## src/rtl/mul_div_unit_if.sv

```systemverilog
// mul_div_unit_if: request/response bundle between the execute stage and the mul/div unit.
interface mul_div_unit_if #(
    parameter int word_size = 32
);
    logic                 start;
    logic [1:0]           op;
    logic [word_size-1:0] operand_a;
    logic [word_size-1:0] operand_b;
    logic                 flush;
    logic                 busy;
    logic                 done;
    logic [word_size-1:0] result;

    modport master (output start, op, operand_a, operand_b, flush, input busy, done, result);
    modport slave  (input start, op, operand_a, operand_b, flush, output busy, done, result);
endinterface

```

## src/rtl/mul_div_unit.sv

```systemverilog
// mul_div_unit: one-bit-per-cycle unsigned shift-add multiplier and restoring divider.
module mul_div_unit #(
    parameter int word_size  = 32,
    parameter int count_size = 5
) (
    input logic           clk,
    input logic           rst,
    mul_div_unit_if.slave bus
);
    localparam logic [1:0] IDLE = 2'd0, RUN = 2'd1, DONE = 2'd2;

    logic [1:0]             state, op_q;
    logic [count_size-1:0]  cnt;
    logic [word_size-1:0]   mcand, divisor, rem, rem_n, quot, quot_n, fin, res_q;
    logic [2*word_size-1:0] acc, acc_n;
    logic [word_size:0]     sum, shifted, diff;
    logic                   accept, div0;

    assign accept     = bus.start && state != RUN;
    assign div0       = bus.op[1] && bus.operand_b == '0;
    assign bus.busy   = state == RUN;
    assign bus.done   = state == DONE;
    assign bus.result = res_q;

    always_comb begin
        sum     = {1'b0, acc[2*word_size-1:word_size]} + (acc[0] ? {1'b0, mcand} : '0);
        acc_n   = {sum, acc[word_size-1:1]};
        shifted = {rem, quot[word_size-1]};
        diff    = shifted - {1'b0, divisor};
        // a set top bit means the trial subtraction went negative, so restore
        rem_n   = diff[word_size] ? shifted[word_size-1:0] : diff[word_size-1:0];
        quot_n  = {quot[word_size-2:0], ~diff[word_size]};
        fin     = op_q == 2'b00 ? acc_n[word_size-1:0] :
                  op_q == 2'b01 ? acc_n[2*word_size-1:word_size] :
                  op_q == 2'b10 ? quot_n : rem_n;
    end

    always_ff @(posedge clk) begin
        if (!rst) begin
            state   <= IDLE;
            cnt     <= '0;
            res_q   <= '0;
            op_q    <= '0;
            mcand   <= '0;
            divisor <= '0;
            acc     <= '0;
            rem     <= '0;
            quot    <= '0;
        end else if (bus.flush) begin
            state <= IDLE;
        end else if (accept) begin
            op_q    <= bus.op;
            mcand   <= bus.operand_a;
            divisor <= bus.operand_b;
            acc     <= {{word_size{1'b0}}, bus.operand_b};
            rem     <= '0;
            quot    <= bus.operand_a;
            cnt     <= '0;
            state   <= div0 ? DONE : RUN;
            if (div0)
                res_q <= bus.op[0] ? bus.operand_a : '1;
        end else if (state == RUN) begin
            acc  <= acc_n;
            rem  <= rem_n;
            quot <= quot_n;
            cnt  <= cnt + 1'b1;
            // the result is captured from the final iteration so it is valid in DONE
            if (cnt == count_size'(word_size - 1)) begin
                state <= DONE;
                res_q <= fin;
            end
        end else begin
            state <= IDLE;
        end
    end
endmodule

```

## src/flat_wrapper.sv

```systemverilog
// flat-port wrapper written by rule: the top's interface ports become plain ports
module mul_div_unit_flat 
#(
    parameter int word_size  = 32,
    parameter int count_size = 5
)
  (clk, rst, bus_start, bus_op, bus_operand_a, bus_operand_b, bus_flush, bus_busy, bus_done, bus_result);
  mul_div_unit_if #(.word_size(word_size)) bus_i ();
  input logic clk;
  input logic rst;
  input wire logic [$bits(bus_i.start)-1:0] bus_start;
  input wire logic [$bits(bus_i.op)-1:0] bus_op;
  input wire logic [$bits(bus_i.operand_a)-1:0] bus_operand_a;
  input wire logic [$bits(bus_i.operand_b)-1:0] bus_operand_b;
  input wire logic [$bits(bus_i.flush)-1:0] bus_flush;
  output wire logic [$bits(bus_i.busy)-1:0] bus_busy;
  output wire logic [$bits(bus_i.done)-1:0] bus_done;
  output wire logic [$bits(bus_i.result)-1:0] bus_result;
  assign bus_i.start = bus_start;
  assign bus_i.op = bus_op;
  assign bus_i.operand_a = bus_operand_a;
  assign bus_i.operand_b = bus_operand_b;
  assign bus_i.flush = bus_flush;
  assign bus_busy = bus_i.busy;
  assign bus_done = bus_i.done;
  assign bus_result = bus_i.result;
  mul_div_unit #(.word_size(word_size), .count_size(count_size)) u_core (.clk(clk), .rst(rst), .bus(bus_i));
endmodule
```

## config.mk

```make
export PLATFORM = sky130hd
export DESIGN_NAME = mul_div_unit_flat
export DESIGN_NICKNAME = d
export VERILOG_FILES = /design/src/rtl/mul_div_unit_if.sv /design/src/rtl/mul_div_unit.sv /design/src/flat_wrapper.sv
export SDC_FILE = /design/constraint.sdc
export NUM_CORES = 1
export LEC_CHECK = 0
export CAP_MARGIN = 20
export CORE_AREA = 2 2 226 228
export CTS_CLUSTER_SIZE = 16
export DETAILED_ROUTE_END_ITERATION = 10
export DIE_AREA = 0 0 228 230
export HOLD_SLACK_MARGIN = 0.02
export PLACE_DENSITY_LB_ADDON = 0.3
export SETUP_SLACK_MARGIN = 0.05
export SLEW_MARGIN = 20
export SYNTH_ARGS = -nofsm -noshare
export SYNTH_HDL_FRONTEND = slang
export SYNTH_SLANG_ARGS = --single-unit
```

## constraint.sdc

```tcl
create_clock -name clk -period 3.38 [get_ports clk]
set_clock_uncertainty 0.15 [all_clocks]
set_input_delay 0.676 -clock clk [delete_from_list [all_inputs] [get_ports clk]]
set_output_delay 0.676 -clock clk [all_outputs]
set_load 0.005 [all_outputs]
```

==> flow_metrics.tcl <==
set metrics [dict create \
    outcome "finished, final reports clean" \
    rsz0062_at_grt "yes" \
    final_nets 2308 \
    ant_nets 0 \
    slew_violations 0 \
    power_density_mw_per_mm2 410 \
    hp-class "register to register" \
    end_kind "register" \
    whs_ns 0.309 \
    drive_gt1_share_pct 16.5 \
    gp_congestion 0.896 \
    h-tree-depth 1 \
    tightest_slew_ns 0.893 \
    drtPass1Iterations 5 \
    seq_area_frac_synth_pct 31.3 \
    die_y_um 230 \
    grt_pass1_wl_mm 87.1 \
    finalInstanceArea_mm2 0.0194 \
    fmax_mhz 307 \
    grtUsageTotal_pct 21.0 \
    synth_edf_count 0 \
    peakVddDrop_v 0.000354 \
    ff2ff_path_depth 13 \
    syn_inst 1946 \
    p_leak_nw 8.21 \
    hold_viol_final 0 \
    cts.sinks 233 \
    crit_path_max_fanout 5 \
    dpl.hpwl_mm 43.1 \
    place_area_mm2 0.0181 \
    route.final.wire_length_mm 57.2 \
    dr_total_vias 15200 \
    wl_per_cell_um 20.0 \
    mostFrequentLayoutCells "nand2_1, dfxtp_1, buf_4" \
    cts_root_buffer "clkbuf_16" \
    ys.flop_type "dfxtp_1" \
    finalCritPeriodShare_pct 96.5 \
    syn_area_per_cell_um2 7.67 \
    yosysWarningCount 0 \
    clk_latency_ns 0.56 \
    fin_util_pct 38.9 \
    die_w_um 228 \
    arrival_ns 3.57 \
    grt_pass1_vias 14900 \
    postSynth.asyncResetShare_pct 0 \
    synth.distinct_cells 86 \
    required_ns 3.69 \
    numCtsBuffers 29 \
    drtIter0Drc 1092 \
    core_area_mm2 0.0499 \
    die-area_mm2 0.0524 \
    hold_depth 2 \
    period_needed_ns 3.26 \
    portBuffers 103 \
    clkTransAtPathRegs_ns 0.06 \
    row_count 82 \
    min_from "u_core.divisor[10]" \
    grt_max_degree 82 \
    grt_antenna_before_repair 1 \
    syn-cell-area_mm2 0.0149 \
    drcViolationCount 0 \
    mostFrequentLayoutCell "nand2_1" \
    setup_viol 0 \
    tritoncts "done" \
    relSlewSlack_pct 40.2 \
    initial_core_util_pct 29.9 \
    ys_ff_latch 233 \
    num_antenna_cells 0 \
    maxCapViolCount 0 \
    path_class "register to register" \
    ioPinCount 104 \
    viasPerCell 5.31 \
    area_growth_pct 30.1 \
    fin_tns_setup_ns 0 \
    startpoint_type "register" \
    synth_fp_nets 2084 \
    clockBufferDepth 3 \
    grt_overflow 0 \
    timing.rr.start "u_core.divisor[13]" \
    cp-startpoint "u_core.divisor[13]" \
]
synthesized netlist by cell type (16+ instances only):
cell type  number  area share [%]
nand2_1       372             9.4
dfxtp_1       233              31
o21ai_0       121             4.1
clkbuf_1      108             2.7
a21oi_1       106             3.6
nand3_1        82             2.8
nor2_1         78             2.0
a21boi_0       73             3.7
inv_1          69             1.7
and2_1         66             2.8
ha_1           66             5.5
o211a_1        64             4.3
nor2b_1        44             1.8
a21o_1         33             1.7
mux2i_1        28             1.9
nor3_1         28            0.94
xnor2_1        28             1.6
a22oi_1        27             1.4
a31oi_1        24             1.0
o211ai_1       24             1.2
xor2_1         22             1.3
and3_1         16            0.67
routing by layer:
metal	GRT usage (%)	wire, um
met4	7.17	2020
met3	2.43	3060
met5	0	11
met1	29.0	26500
met2	33.9	25500
sequential cells by signal, summed over array words and instances, names as in the netlist:
| register | cells |
|---|---|
| u_core.mcand | 32 |
| u_core.acc | 64 |
| u_core.quot | 32 |
| u_core.op_q | 2 |
| u_core.divisor | 32 |
| u_core.rem | 32 |
| u_core.state | 2 |
| u_core.bus.result | 32 |
| u_core.cnt | 5 |
layout make-up:
class | instances | area (um^2)
tap | 672 | 841
clock inverter | 6 | 108
multi-input combinational | 1511 | 9850
timing repair buffer | 325 | 2870
sequential | 233 | 4670
fill | 5210 | 30500
clock buffer | 43 | 808
inverter | 70 | 263
power by group:
group / internal (mW) / switching, mW / total [mW]
Clock: 1.86 / 1.25 / 3.10
Combinational: 0.858 / 1.02 / 1.87
Sequential: 2.87 / 0.113 / 2.99
Total: 5.59 / 2.37 / 7.97
path summary, 6_finish.rpt:
kind	end	slack (ns)
max	u_core.bus.result[15]	0.12
min	u_core.divisor[10]	0.31
max reg2reg	u_core.bus.result[15]	0.12
min reg2reg	u_core.divisor[10]	0.31
worst max-delay path, stage by stage, from the launching register on:
cell and delay [ns]:
dfxtp_2 0.33, inv_2 0.04, ha_4 0.26, buf_6 0.10
nor2_1 0.05, o31ai_4 0.27, o211ai_1 0.23, buf_4 0.20
a21o_4 0.20, o211a_4 0.16, nor2_8 0.18, mux2_4 0.33
mux4_2 0.46, a22o_1 0.20
repair_timing:
| action | in CTS | in global routing |
|---|---|---|
| setup endpoints to repair | 21 | 33 |
| hold buffers | 0 | 0 |
| setup buffers | 0 | 5 |
| resized for setup | 14 | 65 |
| pin swaps | 8 | 18 |
| cloned | 0 | 1 |
through the flow:
| step | power (mW) | instances | worst slack (ns) |
|---|---|---|---|
| 6_report | 7.97 | 2860 | 0.119 |
| 5_1_grt | 8.28 | 2860 | -0.0129 |
| 4_1_cts | 7.98 | 2854 | 0.0580 |
| 3_5_place_dp | 4.84 | 2805 | -0.333 |
| 3_3_place_gp | 4.84 | 2805 | -0.352 |
| 2_1_floorplan | 3.98 | 1946 | 0.104 |
logic make-up after synthesis:
logic type	share of synthesized area, %
muxes	2.84
DFF	31.3
xor gates and xnor gates	2.94
AOI/OAI and AO/OA	28.2
and+or+nand+nor	23.6
buffers and inverters	5.34
adders and majority gates	5.80
Power figures use the tool's default switching activity.
